### src/rtl/alu_issuer.sv
// alu_issuer: issues one 4-bit add/sub command at a time to an external ALU and queues the 5-bit results.
// Latency: command accepted at edge N, result captured at edge N+1, response visible right after N+1.
// Backpressure: cmd_ready drops while executing or when the RSP_DEPTH-entry response FIFO is full.
// Optional result checker enabled by macro ALU_ISSUER_CHECK_EN (err tied low when undefined).
module alu_issuer #(
  parameter int RSP_DEPTH = 2  // 2, 4 or 8 entries
) (
  input  logic       clk,
  input  logic       rst,
  input  logic       cmd_valid,
  output logic       cmd_ready,
  input  logic [3:0] cmd_a,
  input  logic [3:0] cmd_b,
  input  logic       cmd_mode,
  output logic [3:0] alu_a,
  output logic [3:0] alu_b,
  output logic       alu_mode,
  input  logic [4:0] alu_result,
  output logic       rsp_valid,
  input  logic       rsp_ready,
  output logic [4:0] rsp_result,
  output logic       rsp_mode,
  output logic       busy,
  output logic       err
);

  localparam int PTR_W = $clog2(RSP_DEPTH);
  localparam int CNT_W = PTR_W + 1;

  typedef enum logic {IDLE, EXEC} state_t;

  state_t             state_q;
  logic [3:0]         alu_a_q;
  logic [3:0]         alu_b_q;
  logic               alu_mode_q;
  logic               busy_q;

  // Each entry is {result[4:0], mode}
  logic [5:0]         mem_q [RSP_DEPTH];
  logic [PTR_W-1:0]   wr_ptr_q, wr_ptr_d;
  logic [PTR_W-1:0]   rd_ptr_q, rd_ptr_d;
  logic [CNT_W-1:0]   count_q, count_d;

  logic               accept;
  logic               push;
  logic               pop;
  logic [5:0]         head;

  // Handshake decode; only one command is ever in flight, so gating on count alone prevents overflow
  always_comb begin
    cmd_ready = (state_q == IDLE) && !rst && (count_q < CNT_W'(RSP_DEPTH));
    accept    = cmd_valid && cmd_ready;
    push      = (state_q == EXEC);
    rsp_valid = (count_q != '0);
    pop       = rsp_valid && rsp_ready;
    head      = mem_q[rd_ptr_q];
    // Gate the head with valid so stale storage never leaks onto the outputs
    rsp_result = rsp_valid ? head[5:1] : 5'd0;
    rsp_mode   = rsp_valid ? head[0]   : 1'b0;
  end

  // Two-state issue FSM with registered ALU operands and busy flag
  always_ff @(posedge clk or posedge rst) begin
    if (rst) begin
      state_q    <= IDLE;
      alu_a_q    <= 4'd0;
      alu_b_q    <= 4'd0;
      alu_mode_q <= 1'b0;
      busy_q     <= 1'b0;
    end else begin
      case (state_q)
        IDLE: begin
          if (accept) begin
            alu_a_q    <= cmd_a;
            alu_b_q    <= cmd_b;
            alu_mode_q <= cmd_mode;
            busy_q     <= 1'b1;
            state_q    <= EXEC;
          end
        end
        EXEC: begin
          // Operands are deliberately held after completion
          busy_q  <= 1'b0;
          state_q <= IDLE;
        end
        default: state_q <= IDLE;
      endcase
    end
  end

  assign alu_a    = alu_a_q;
  assign alu_b    = alu_b_q;
  assign alu_mode = alu_mode_q;
  assign busy     = busy_q;

  // FIFO next-state; power-of-two depth lets the pointers wrap naturally
  always_comb begin
    wr_ptr_d = wr_ptr_q;
    rd_ptr_d = rd_ptr_q;
    count_d  = count_q;
    if (push) wr_ptr_d = wr_ptr_q + PTR_W'(1);
    if (pop)  rd_ptr_d = rd_ptr_q + PTR_W'(1);
    case ({push, pop})
      2'b10:   count_d = count_q + CNT_W'(1);
      2'b01:   count_d = count_q - CNT_W'(1);
      default: count_d = count_q;
    endcase
  end

  // FIFO pointer and occupancy registers; reset discards every queued entry
  always_ff @(posedge clk or posedge rst) begin
    if (rst) begin
      wr_ptr_q <= '0;
      rd_ptr_q <= '0;
      count_q  <= '0;
    end else begin
      wr_ptr_q <= wr_ptr_d;
      rd_ptr_q <= rd_ptr_d;
      count_q  <= count_d;
    end
  end

  // FIFO storage; no reset needed because reads are masked while empty
  always_ff @(posedge clk) begin
    if (push) mem_q[wr_ptr_q] <= {alu_result, alu_mode_q};
  end

`ifdef ALU_ISSUER_CHECK_EN
  logic [4:0] exp_result;
  logic       err_q;

  // Reference add/sub, 5-bit wrap, compared against the ALU at the capture edge
  always_comb begin
    exp_result = alu_mode_q ? ({1'b0, alu_a_q} - {1'b0, alu_b_q})
                            : ({1'b0, alu_a_q} + {1'b0, alu_b_q});
  end

  // Sticky mismatch flag, cleared only by reset
  always_ff @(posedge clk or posedge rst) begin
    if (rst)                                         err_q <= 1'b0;
    else if ((state_q == EXEC) && (alu_result != exp_result)) err_q <= 1'b1;
  end

  assign err = err_q;
`else
  assign err = 1'b0;
`endif

endmodule

### config.mk
export PLATFORM = sky130hd
export DESIGN_NAME = alu_issuer
export DESIGN_NICKNAME = d
export VERILOG_FILES = /design/src/rtl/alu_issuer.sv
export SDC_FILE = /design/constraint.sdc
export NUM_CORES = 1
export LEC_CHECK = 0
export ABC_AREA = 1
export BUFFER_PORTS_ARGS = -buffer_cell sky130_fd_sc_hd__buf_2
export CORE_MARGIN = 2
export CORE_UTILIZATION = 49
export DETAILED_ROUTE_END_ITERATION = 10
export PLACE_DENSITY = 0.75
export SYNTH_ARGS = -nofsm -noshare
export SYNTH_HDL_FRONTEND = slang
export SYNTH_SLANG_ARGS = --single-unit
### constraint.sdc
create_clock -name clk -period 1.4 [get_ports clk]
set_input_delay 0.28 -clock clk [delete_from_list [all_inputs] [get_ports clk]]
set_output_delay 0.28 -clock clk [all_outputs]
set_load 0.03 [all_outputs]
==> results of run 1 <==
[worst paths after layout]
path | from | end | slack, ps | depth (start not counted)
min in group asynchronous | rst | push | 560 | 4
max | rd_ptr_q | rsp_mode | -110 | 4
min | alu_result[1] | mem_q[0][2] | 130 | 1
min reg2reg | alu_a[0] | alu_a[0] | 490 | 2
max in group asynchronous | rst | count_q[1] | 670 | 4
max reg2reg | count_q[0] | count_q[1] | 100 | 8
[routing by layer]
| metal | wire, µm | part of all wire (%) |
|---|---|---|
| met2 | 1222 | 53 |
| met4 | 39 | 1.7 |
| met5 | 0 | 0 |
| met1 | 901 | 39 |
| met3 | 133 | 5.8 |
[power by group]
| group | internal [mW] | switching, mW |
|---|---|---|
| Sequential | 1.09 | 0.163 |
| Combinational | 0.768 | 1.21 |
| Clock | 0.109 | 0.233 |
| Total | 1.97 | 1.61 |
[per-stage QoR]
step / cells / instance area, µm² / setup TNS (ps)
global route: 186 / 1541 / -1427
CTS: 185 / 1510 / -998.9
floorplan: 112 / 1166 / 0
finish: 186 / 1541 / -825.0
global placement: 176 / 1388 / 0
detailed placement: 176 / 1388 / 0
[final cells by class]
| cell class | instances | area (µm²) | area share, % |
|---|---|---|---|
| clock buffers | 3 | 22.52 | 1.461 |
| well taps | 28 | 35.03 | 2.273 |
| clock inverters | 1 | 7.507 | 0.4870 |
| flip-flops and latches | 27 | 738.2 | 47.89 |
| inverters | 12 | 45.04 | 2.922 |
| multi-input cells | 67 | 364.1 | 23.62 |
| repair buffers | 48 | 329.1 | 21.35 |
[timing repair]
| action | in CTS | in global routing |
|---|---|---|
| resized for setup | 20 | 4 |
| setup buffers | 4 | 1 |
| pin swaps | 1 | 1 |
| endpoints found under the setup margin | 8 | 10 |
| hold endpoints to repair | 7 | 0 |
| hold buffers | 1 | 0 |
[registers in the layout, indices dropped and copies added, names as in the netlist]
signal,flops
busy,1
rd_ptr_q,1
push,1
mem_q,12
alu_mode,1
wr_ptr_q,1
alu_a,4
count_q,2
alu_b,4
[Yosys cell counts, drive strengths merged]
cell type / n / area (µm²)
nand2: 40 / 150.1
nand3: 2 / 15.01
xnor2: 1 / 8.760
xor2: 1 / 8.760
conb: 1 / 3.750
buf: 5 / 36.28
edfxtp: 12 / 360.4
o21ai: 1 / 5.000
dfrtp: 15 / 375.4
clkbuf: 1 / 5.000
ha: 1 / 12.51
nand4: 10 / 62.56
nor2: 4 / 25.03
a21oi: 6 / 30.03
inv: 12 / 45.04
[logic make-up (layout without fill, tap and decap cells)]
| kind of cell | Yosys count | in the layout | synth area share [%] |
|---|---|---|---|
| flip-flops | 27 | 27 | 64.33 |
| other | 1 | 1 | 0.3279 |
| adder cells (fa/ha/maj) | 1 | 1 | 1.094 |
| AO/OA/AOI/OAI | 7 | 7 | 3.063 |
| XOR/XNOR | 2 | 2 | 1.532 |
| AND/OR/NAND/NOR | 56 | 56 | 22.10 |
| buffers and inverters | 18 | 64 | 7.548 |
[worst max-delay path, delay by kind of cell (launching register included)]
kind                   cells  cell delay [ps]
AND/OR/NAND/NOR            1               80
buffers and inverters      2              270
AO/OA/AOI/OAI              1              140
flip-flops                 1              430
[cells in the final DEF, fill, tap and decap left out]
cell type	instances
sky130_fd_sc_hd__nand2_1	40
sky130_fd_sc_hd__buf_2	27
sky130_fd_sc_hd__dfrtp_1	13
sky130_fd_sc_hd__edfxtp_1	12
sky130_fd_sc_hd__buf_4	11
sky130_fd_sc_hd__inv_1	10
sky130_fd_sc_hd__nand4_1	10
sky130_fd_sc_hd__buf_6	9
sky130_fd_sc_hd__a21oi_2	6
sky130_fd_sc_hd__clkbuf_4	3
sky130_fd_sc_hd__inv_2	2
sky130_fd_sc_hd__nor2_4	2
sky130_fd_sc_hd__dfrtp_2	2
sky130_fd_sc_hd__nor2_2	1
sky130_fd_sc_hd__nand3_2	1
sky130_fd_sc_hd__xnor2_1	1
sky130_fd_sc_hd__nor2_1	1
sky130_fd_sc_hd__nand3_1	1
sky130_fd_sc_hd__o21ai_0	1
sky130_fd_sc_hd__xor2_1	1
sky130_fd_sc_hd__ha_4	1
sky130_fd_sc_hd__conb_1	1
sky130_fd_sc_hd__clkinvlp_4	1
sky130_fd_sc_hd__dlygate4sd3_1	1
==> impl_metrics.yaml, run 1 <==
run_status:
  run_status: "complete, but fails checks"
  violations_in_the_final_reports: "setup timing"
floorplan:
  core_region_area_um2: 2212
  floorplan.initialDensity_pct: 51.70
  dieHeight_um: 52.31
  design.portCount: 37
  die_span_in_x_um: 52.31
  fp.dieArea_um2: 2736
  placementRows: 17
setup_path:
  cpPeakStageDelay_ps: 430
  crit_path_end_kind: "output pin"
  critPathKind: "flip-flop to output pin"
  crit_slowest_cell: "sky130_fd_sc_hd__dfrtp_1"
  worstPathMaxFanout: 7
  timing.critical_path.cells: "inv_2 -> nand2_1 -> a21oi_2 -> buf_6"
  worstPathRequired_ps: 1120
  crit_path_start_kind: "flip-flop"
  crit_arrival_ps: 1230
detailed_routing:
  drt_pass1_iterations: 4
  drc_errors: 0
  drt-vias-per-instance: 4.887
  ant_nets: 0
  via_count: 909
  detail_route.wl_per_cell_um: 12.34
  detail_route.iter0.violations: 8
  wl_mm: 2.296
sta:
  post-route-worst-setup-slack_ps: -114.9
  maxClockFrequency_mhz: 660.1
  rsz0062_at_grt: "true"
  timing.clock.skew_ps: 1.386
  final_min_period_over_clock_period_pct: 108.2
  hold-worst-slack_ps: 132.9
  max_slew_violations: 0
  report.final.setup_viol: 8
  finalHoldViolCount: 0
  final.min_clock_period_ps: 1515
synth:
  seq_area_frac_synth_pct: 64.33
  area_of_the_mapped_netlist_um2: 1144
  avgSynthCellArea_um2: 10.21
  flip_flop_and_latch_count_after_synthesis: 27
  number_of_library_cell_types_mapped_by_synthesis: 20
  synth-warning-count: 0
  synthCells: 112
  syn-num-nets: 131
global_routing:
  globalRoute.totalOverflow: 0
  grt_pass1_wl_mm: 3.843
  grtUsageMet2_pct: 36.88
  grt.met1_usage_pct: 20.19
  track_usage_pct: 19.50
  top_usage_layer: "met2"
  first_global_vias: 966
  grt_start_max_net_pins: 17
  antenna_violations_before_repair: 0
  groute.layer.met3.usage_pct: 4.571
cts:
  cts_buffer_depth: 2
  worst_skew_pair.late_latency_ps: 320
  clk_pin_slew_worst_paths_ps: 150
  tritoncts: "done"
  cts_root_buffer: "sky130_fd_sc_hd__clkbuf_4"
  cts.htree.levels: 1
  cts.sinks: 27
  num_cts_buffers: 3
placed_design:
  placement.io_buffers: 35
  routabilityCongestion: 0.6943
  place.detailed.hpwl_mm: 1.653
  pre_cts_ws_ps: 95.20
final_layout:
  core_util_final_pct: 69.68
  final_layout_size_suffix_gt1_share_pct: 41.77
  n_antenna_cell: 0
  final_net_count: 178
  flow.area_growth_from_synthesis_pct: 34.79
  filler_cell_count: 182
flow_run:
  maxCapViolations: 0
min_path:
  hold_class: "primary input to flip-flop"
power_and_ir_drop:
  power_density_nw_per_um2: 2321
  report.power.total_mw: 3.578
  static-leakage-power_nw: 0.7693
  power.ir.vdd_worst_mv: 1.647
Note: power is estimated with default switching activity, not from simulation.
==> run 2: changes to the inputs <==
--- a/config.mk
+++ b/config.mk
@@ -8,9 +8,10 @@
 export ABC_AREA = 1
 export BUFFER_PORTS_ARGS = -buffer_cell sky130_fd_sc_hd__buf_2
 export CORE_MARGIN = 2
-export CORE_UTILIZATION = 49
+export CORE_UTILIZATION = 41
 export DETAILED_ROUTE_END_ITERATION = 10
-export PLACE_DENSITY = 0.75
+export PLACE_DENSITY = 0.64
+export RECOVER_POWER = 100
 export SYNTH_ARGS = -nofsm -noshare
 export SYNTH_HDL_FRONTEND = slang
 export SYNTH_SLANG_ARGS = --single-unit
==> run 2 against run 1 <==
The run still ends with setup timing left. Sequential power is essentially flat. Cell count grew 0.54%. Worst setup slack lost 9.1 ps. Sequential share of layout area grew 1.2 points. Critical path type unchanged. Critical endpoint unchanged. Largest power group unchanged. Highest routed layer unchanged.
==> impl_metrics.yaml, run 2 (same netlist as run 1, synthesis figures left out) <==
setup_path:
  crit_arrival_ps: 1240
  crit_path_end_kind: "output pin"
  critPathKind: "flip-flop to output pin"
  worstPathMaxFanout: 8
  critical_path.startpoint: "count_q[1]"
  depth_of_the_worst_register_to_register_path: 8
  timing.critical_path.cells: "nor2_4 -> buf_6 -> a21oi_2 -> buf_6"
  cp_top_family: "flip-flops"
  critPathBufInv: 2
  worst-r2r-setup-slack_ps: 10
  crit_slowest_cell: "sky130_fd_sc_hd__dfrtp_2"
  cpPeakStageDelay_ps: 480
  r2r_path_end: "count_q[1]"
  crit_path_start_kind: "flip-flop"
  most_numerous_cell_on_the_critical_path: "sky130_fd_sc_hd__buf_6"
  worst_r2r_startpoint: "count_q[1]"
  worstPathRequired_ps: 1120
global_routing:
  grt_start_max_net_pins: 18
  antenna_violations_before_repair: 0
  grtUsageMet2_pct: 26.91
  grt_pass1_wl_mm: 3.864
  groute.layer.met3.usage_pct: 3.456
  globalRoute.totalOverflow: 0
  track_usage_pct: 15.54
  top_usage_layer: "met2"
  first_global_vias: 901
  grt.met1_usage_pct: 18.32
placed_design:
  place.detailed.hpwl_mm: 1.628
  placement.io_buffers: 35
  pre_cts_ws_ps: 97.02
  routabilityCongestion: 0.7090
detailed_routing:
  drt-vias-per-instance: 4.861
  wl_mm: 2.272
  ant_nets: 0
  via_count: 909
  detail_route.wl_per_cell_um: 12.15
  drt_pass1_iterations: 4
  detail_route.iter0.violations: 23
  drc_errors: 0
floorplan:
  dieHeight_um: 56.82
  design.portCount: 37
  fp.dieArea_um2: 3228
  placementRows: 19
  die_span_in_x_um: 56.82
  floorplan.initialDensity_pct: 42.20
  core_region_area_um2: 2710
min_path:
  hold_critical_path_endpoint: "mem_q[1][4]"
  worst_hold_startpoint: "alu_result[3]"
  hold_path_depth: 1
  hold_class: "primary input to flip-flop"
final_layout:
  mostFrequentLayoutCells: "sky130_fd_sc_hd__nand2_1 (40), sky130_fd_sc_hd__buf_2 (15), sky130_fd_sc_hd__dfrtp_1 (13)"
  flow.area_growth_from_synthesis_pct: 31.51
  largest_reg_flops: 12
  final_layout_size_suffix_gt1_share_pct: 34.62
  filler_cell_count: 256
  top_register: "mem_q"
  final_net_count: 176
  n_antenna_cell: 0
  layout.cells.most_common: "sky130_fd_sc_hd__nand2_1"
sta:
  timing.clock.skew_ps: 4.686
  finalHoldViolCount: 0
  worst_slew_margin_rel_pct: 42.50
  final_min_period_over_clock_period_pct: 108.9
  report.final.setup_viol: 8
  max_slew_violations: 0
  hold-worst-slack_ps: 137.1
  final.min_clock_period_ps: 1524
  totalNegativeSetupSlack_ps: -865.3
  worst_slew_pin_slew_ps: 862.5
  rsz0062_at_grt: "true"
  maxClockFrequency_mhz: 656.2
  post-route-worst-setup-slack_ps: -124.0
run_status:
  violations_in_the_final_reports: "setup timing"
  run_status: "complete, but fails checks"
cts:
  cts.sinks: 27
  cts.htree.levels: 1
  clk_pin_slew_worst_paths_ps: 150
  tritoncts: "done"
  cts_buffer_depth: 2
  cts_root_buffer: "sky130_fd_sc_hd__clkbuf_4"
  worst_skew_pair.late_latency_ps: 320
  num_cts_buffers: 3
power_and_ir_drop:
  switchingPower_mw: 1.583
  power.ir.vdd_worst_mv: 1.349
  sw_frac_of_total_pct: 45.42
  p_clk_share_pct: 9.6
  power_density_nw_per_um2: 2317
  intPower_mw: 1.902
  report.power.total_mw: 3.485
  power_frac_comb_pct: 54.4
  pwr-share-seq_pct: 36.0
  static-leakage-power_nw: 0.7268
flow_run:
  maxCapViolations: 0
run 2: worst register-to-register path, cell delays in order, from the launching register on:
cell	delay [ps]
sky130_fd_sc_hd__dfrtp_2	480
sky130_fd_sc_hd__nor2_4	110
sky130_fd_sc_hd__buf_6	110
sky130_fd_sc_hd__nor2_4	30
sky130_fd_sc_hd__ha_1	330
sky130_fd_sc_hd__inv_2	80
sky130_fd_sc_hd__nand3_2	50
sky130_fd_sc_hd__nand2_1	70
sky130_fd_sc_hd__nand2_1	50
run 2: power groups by stage:
| stage | Clock, mW | Combinational, mW | Sequential [mW] |
|---|---|---|---|
| after floorplan | 0 | 0.874 | 1.55 |
| after global routing | 0.379 | 2.05 | 1.29 |
| after global placement | 0 | 1.58 | 1.26 |
| final | 0.335 | 1.89 | 1.26 |
| after CTS | 0.354 | 1.87 | 1.25 |
| after detailed placement | 0 | 1.63 | 1.27 |
run 2: worst max path at each step:
stage / end / slack, ps / cells past startpoint
6_report: rsp_mode / -120 / 4
5_1_grt: rsp_mode / -190 / 4
4_1_cts: rsp_valid / -130 / 4
3_5_place_dp: count_q[1] / 100 / 7
3_3_place_gp: count_q[1] / 170 / 7
2_1_floorplan: count_q[1] / 20 / 7
run 2: repair_timing:
action                                  in CTS  in global routing
hold buffers                                 1                  0
endpoints found under the setup margin       8                  9
pin swaps                                    0                  3
buffers inserted                             3                  1
hold endpoints to repair                     3                  0
resized for setup                           19                  9
run 2: final cells by class:
type	instances	area, µm²	area share, %
Clock buffer	3	22.52	1.498
Inverter	12	45.04	2.995
Tap cell	31	38.79	2.579
Timing Repair Buffer	46	295.3	19.63
Clock inverter	1	7.507	0.4992
Sequential cell	27	738.2	49.08
Multi-Input combinational cell	67	356.6	23.71
run 2: per-stage QoR:
stage / area, µm² / std cells / utilization [%]
4_1_cts: 1499 / 186 / 55.31
2_1_floorplan: 1166 / 112 / -
3_5_place_dp: 1384 / 178 / 51.06
3_3_place_gp: 1384 / 178 / 51.06
5_1_grt: 1504 / 187 / 55.49
6_report: 1504 / 187 / 55.49
run 2: metal layers:
layer	wire, µm	part of all wire (%)
met5	0	0
met4	34	1.5
met3	105	4.6
met2	1223	54
met1	908	40
==> run 3: changes to the inputs <==
==> constraint.sdc (replaced) <==
create_clock -name clk -period 1.6 [get_ports clk]
set_input_delay 0.32 -clock clk [delete_from_list [all_inputs] [get_ports clk]]
set_output_delay 0.32 -clock clk [all_outputs]
set_load 0.03 [all_outputs]
==> run 3 against run 2 <==
The flow now finishes without violations. Critical path depth unchanged. Design area up 0.67%. Highest routed layer unchanged. Largest power group unchanged. Sequential share of layout area fell by 0.24 points. Via count grew 0.66%. Routed wire length up 4.8%. Cell count grew 0.53%. Utilization increased by 0.37 points. Clock power shrank 16%.
==> impl_metrics.yaml, run 3 (same netlist as run 1, synthesis figures left out) <==
setup_path:
  worstPathRequired_ps: 1280
  worst-r2r-setup-slack_ps: 200
  crit_path_start_kind: "flip-flop"
  crit_path_end_kind: "output pin"
  worstPathMaxFanout: 7
  critPathKind: "flip-flop to output pin"
  timing.critical_path.cells: "clkinv_4 -> nand2_1 -> a21oi_2 -> buf_6"
  crit_arrival_ps: 1260
  r2r_path_end: "count_q[1]"
  worst_r2r_startpoint: "count_q[1]"
  crit_slowest_cell: "sky130_fd_sc_hd__dfrtp_2"
  cpPeakStageDelay_ps: 480
  depth_of_the_worst_register_to_register_path: 7
floorplan:
  design.portCount: 37
  core_region_area_um2: 2710
  floorplan.initialDensity_pct: 42.20
  fp.dieArea_um2: 3228
  die_span_in_x_um: 56.82
  placementRows: 19
  dieHeight_um: 56.82
placed_design:
  placement.io_buffers: 35
  routabilityCongestion: 0.7089
  dpl.cell_count: 176
  place.detailed.hpwl_mm: 1.748
  placed_cell_area_um2: 1346
  pre_cts_ws_ps: 154.1
final_layout:
  filler_cell_count: 262
  final_net_count: 177
  final_layout_size_suffix_gt1_share_pct: 33.76
  top_register: "mem_q"
  design_area_um2: 1514
  largest_reg_flops: 12
  flow.area_growth_from_synthesis_pct: 32.38
  mostFrequentLayoutCells: "sky130_fd_sc_hd__nand2_1 (35), sky130_fd_sc_hd__buf_2 (14), sky130_fd_sc_hd__clkbuf_1 (14)"
  layout.cells.most_common: "sky130_fd_sc_hd__nand2_1"
  final_cell_count_without_fillers: 188
  n_antenna_cell: 0
sta:
  maxClockFrequency_mhz: 632.2
  final_min_period_over_clock_period_pct: 98.86
  final.min_clock_period_ps: 1582
  rsz0062_at_grt: "true"
  post-route-worst-setup-slack_ps: 18.24
  max_slew_violations: 0
  finalHoldViolCount: 0
  timing.clock.skew_ps: 1.153
  hold-worst-slack_ps: 183.3
  report.final.setup_viol: 0
detailed_routing:
  detail_route.wl_per_cell_um: 12.67
  detail_route.iter0.violations: 16
  ant_nets: 0
  drc_errors: 0
  via_count: 915
  drt_pass1_iterations: 4
  wl_mm: 2.382
  drt-vias-per-instance: 4.867
power_and_ir_drop:
  power.ir.vdd_worst_mv: 1.191
  static-leakage-power_nw: 0.7179
  power_density_nw_per_um2: 2003
global_routing:
  grt_start_max_net_pins: 16
  track_usage_pct: 15.45
  globalRoute.totalOverflow: 0
  top_usage_layer: "met2"
  grtUsageMet2_pct: 28.24
  antenna_violations_before_repair: 0
  first_global_vias: 898
  grt.met1_usage_pct: 18.50
  grt_pass1_wl_mm: 3.864
  groute.layer.met3.usage_pct: 2.304
cts:
  cts_buffer_depth: 2
  clk_pin_slew_worst_paths_ps: 130
  cts.htree.levels: 1
  cts.sinks: 27
  num_cts_buffers: 3
  cts_root_buffer: "sky130_fd_sc_hd__clkbuf_4"
  tritoncts: "done"
  worst_skew_pair.late_latency_ps: 310
min_path:
  hold_class: "primary input to flip-flop"
  hold_path_depth: 1
  worst_hold_startpoint: "alu_result[3]"
  hold_critical_path_endpoint: "mem_q[0][4]"
flow_run:
  maxCapViolations: 0
run_status:
  run_status: "completed"
==> run 3: worst max path at each step <==
stage | start | to | slack [ps] | cells after the start
finish | rd_ptr_q | rsp_mode | 20 | 4
floorplan | rd_ptr_q | rsp_mode | 110 | 4
CTS | rd_ptr_q | rsp_mode | 0.9 | 4
global route | rd_ptr_q | rsp_result[2] | -50 | 4
global placement | rd_ptr_q | rsp_mode | 190 | 4
detailed placement | count_q[0] | count_q[1] | 150 | 7
==> run 3: final cells by class <==
| type | instances | area [µm²] | area share, % |
|---|---|---|---|
| Clock buffer | 3 | 22.52 | 1.488 |
| Clock inverter | 1 | 5.005 | 0.3306 |
| Inverter | 12 | 50.05 | 3.306 |
| Multi-Input combinational cell | 68 | 367.9 | 24.30 |
| Sequential cell | 27 | 739.5 | 48.84 |
| Tap cell | 31 | 38.79 | 2.562 |
| Timing Repair Buffer | 46 | 290.3 | 19.17 |
==> run 3: per-layer routing <==
metal / vias to the layer above / share of wire [%]
met5: - / 0
met4: 0 / 0.88
met3: 2 / 4.6
met2: 32 / 51
met1: 429 / 43
li1: 452 / -
==> run 3: per-stage QoR <==
stage                     TNS, ps  util [%]  power [mW]
after CTS                       0     52.91       2.855
final                           0     55.86       3.033
after floorplan                 0         -       2.065
after detailed placement        0     49.68       2.449
after global placement          0     49.68       2.400
after global routing       -219.3     55.86       3.226
==> run 3: what timing repair did <==
item                                   4_1_cts  5_1_grt
setup endpoints to repair                    6        8
gates cloned                                 1        0
resized for setup                            9       28
pin swaps                                    1        5
endpoints found under the hold margin        8        0
buffers inserted                             2        3
hold buffers                                 2        0
==> run 3: power by group <==
group | internal, mW | total, mW | switching [mW]
combinational | 0.576 | 1.59 | 1.02
clock | 0.0936 | 0.282 | 0.188
sequential | 0.960 | 1.16 | 0.197
==> run 3: critical path, delay by kind of cell (launching register included) <==
kind	cells	cell delay [ps]
buf+inv	2	250
simple gates	1	70
flops	1	480
compound gates	1	150
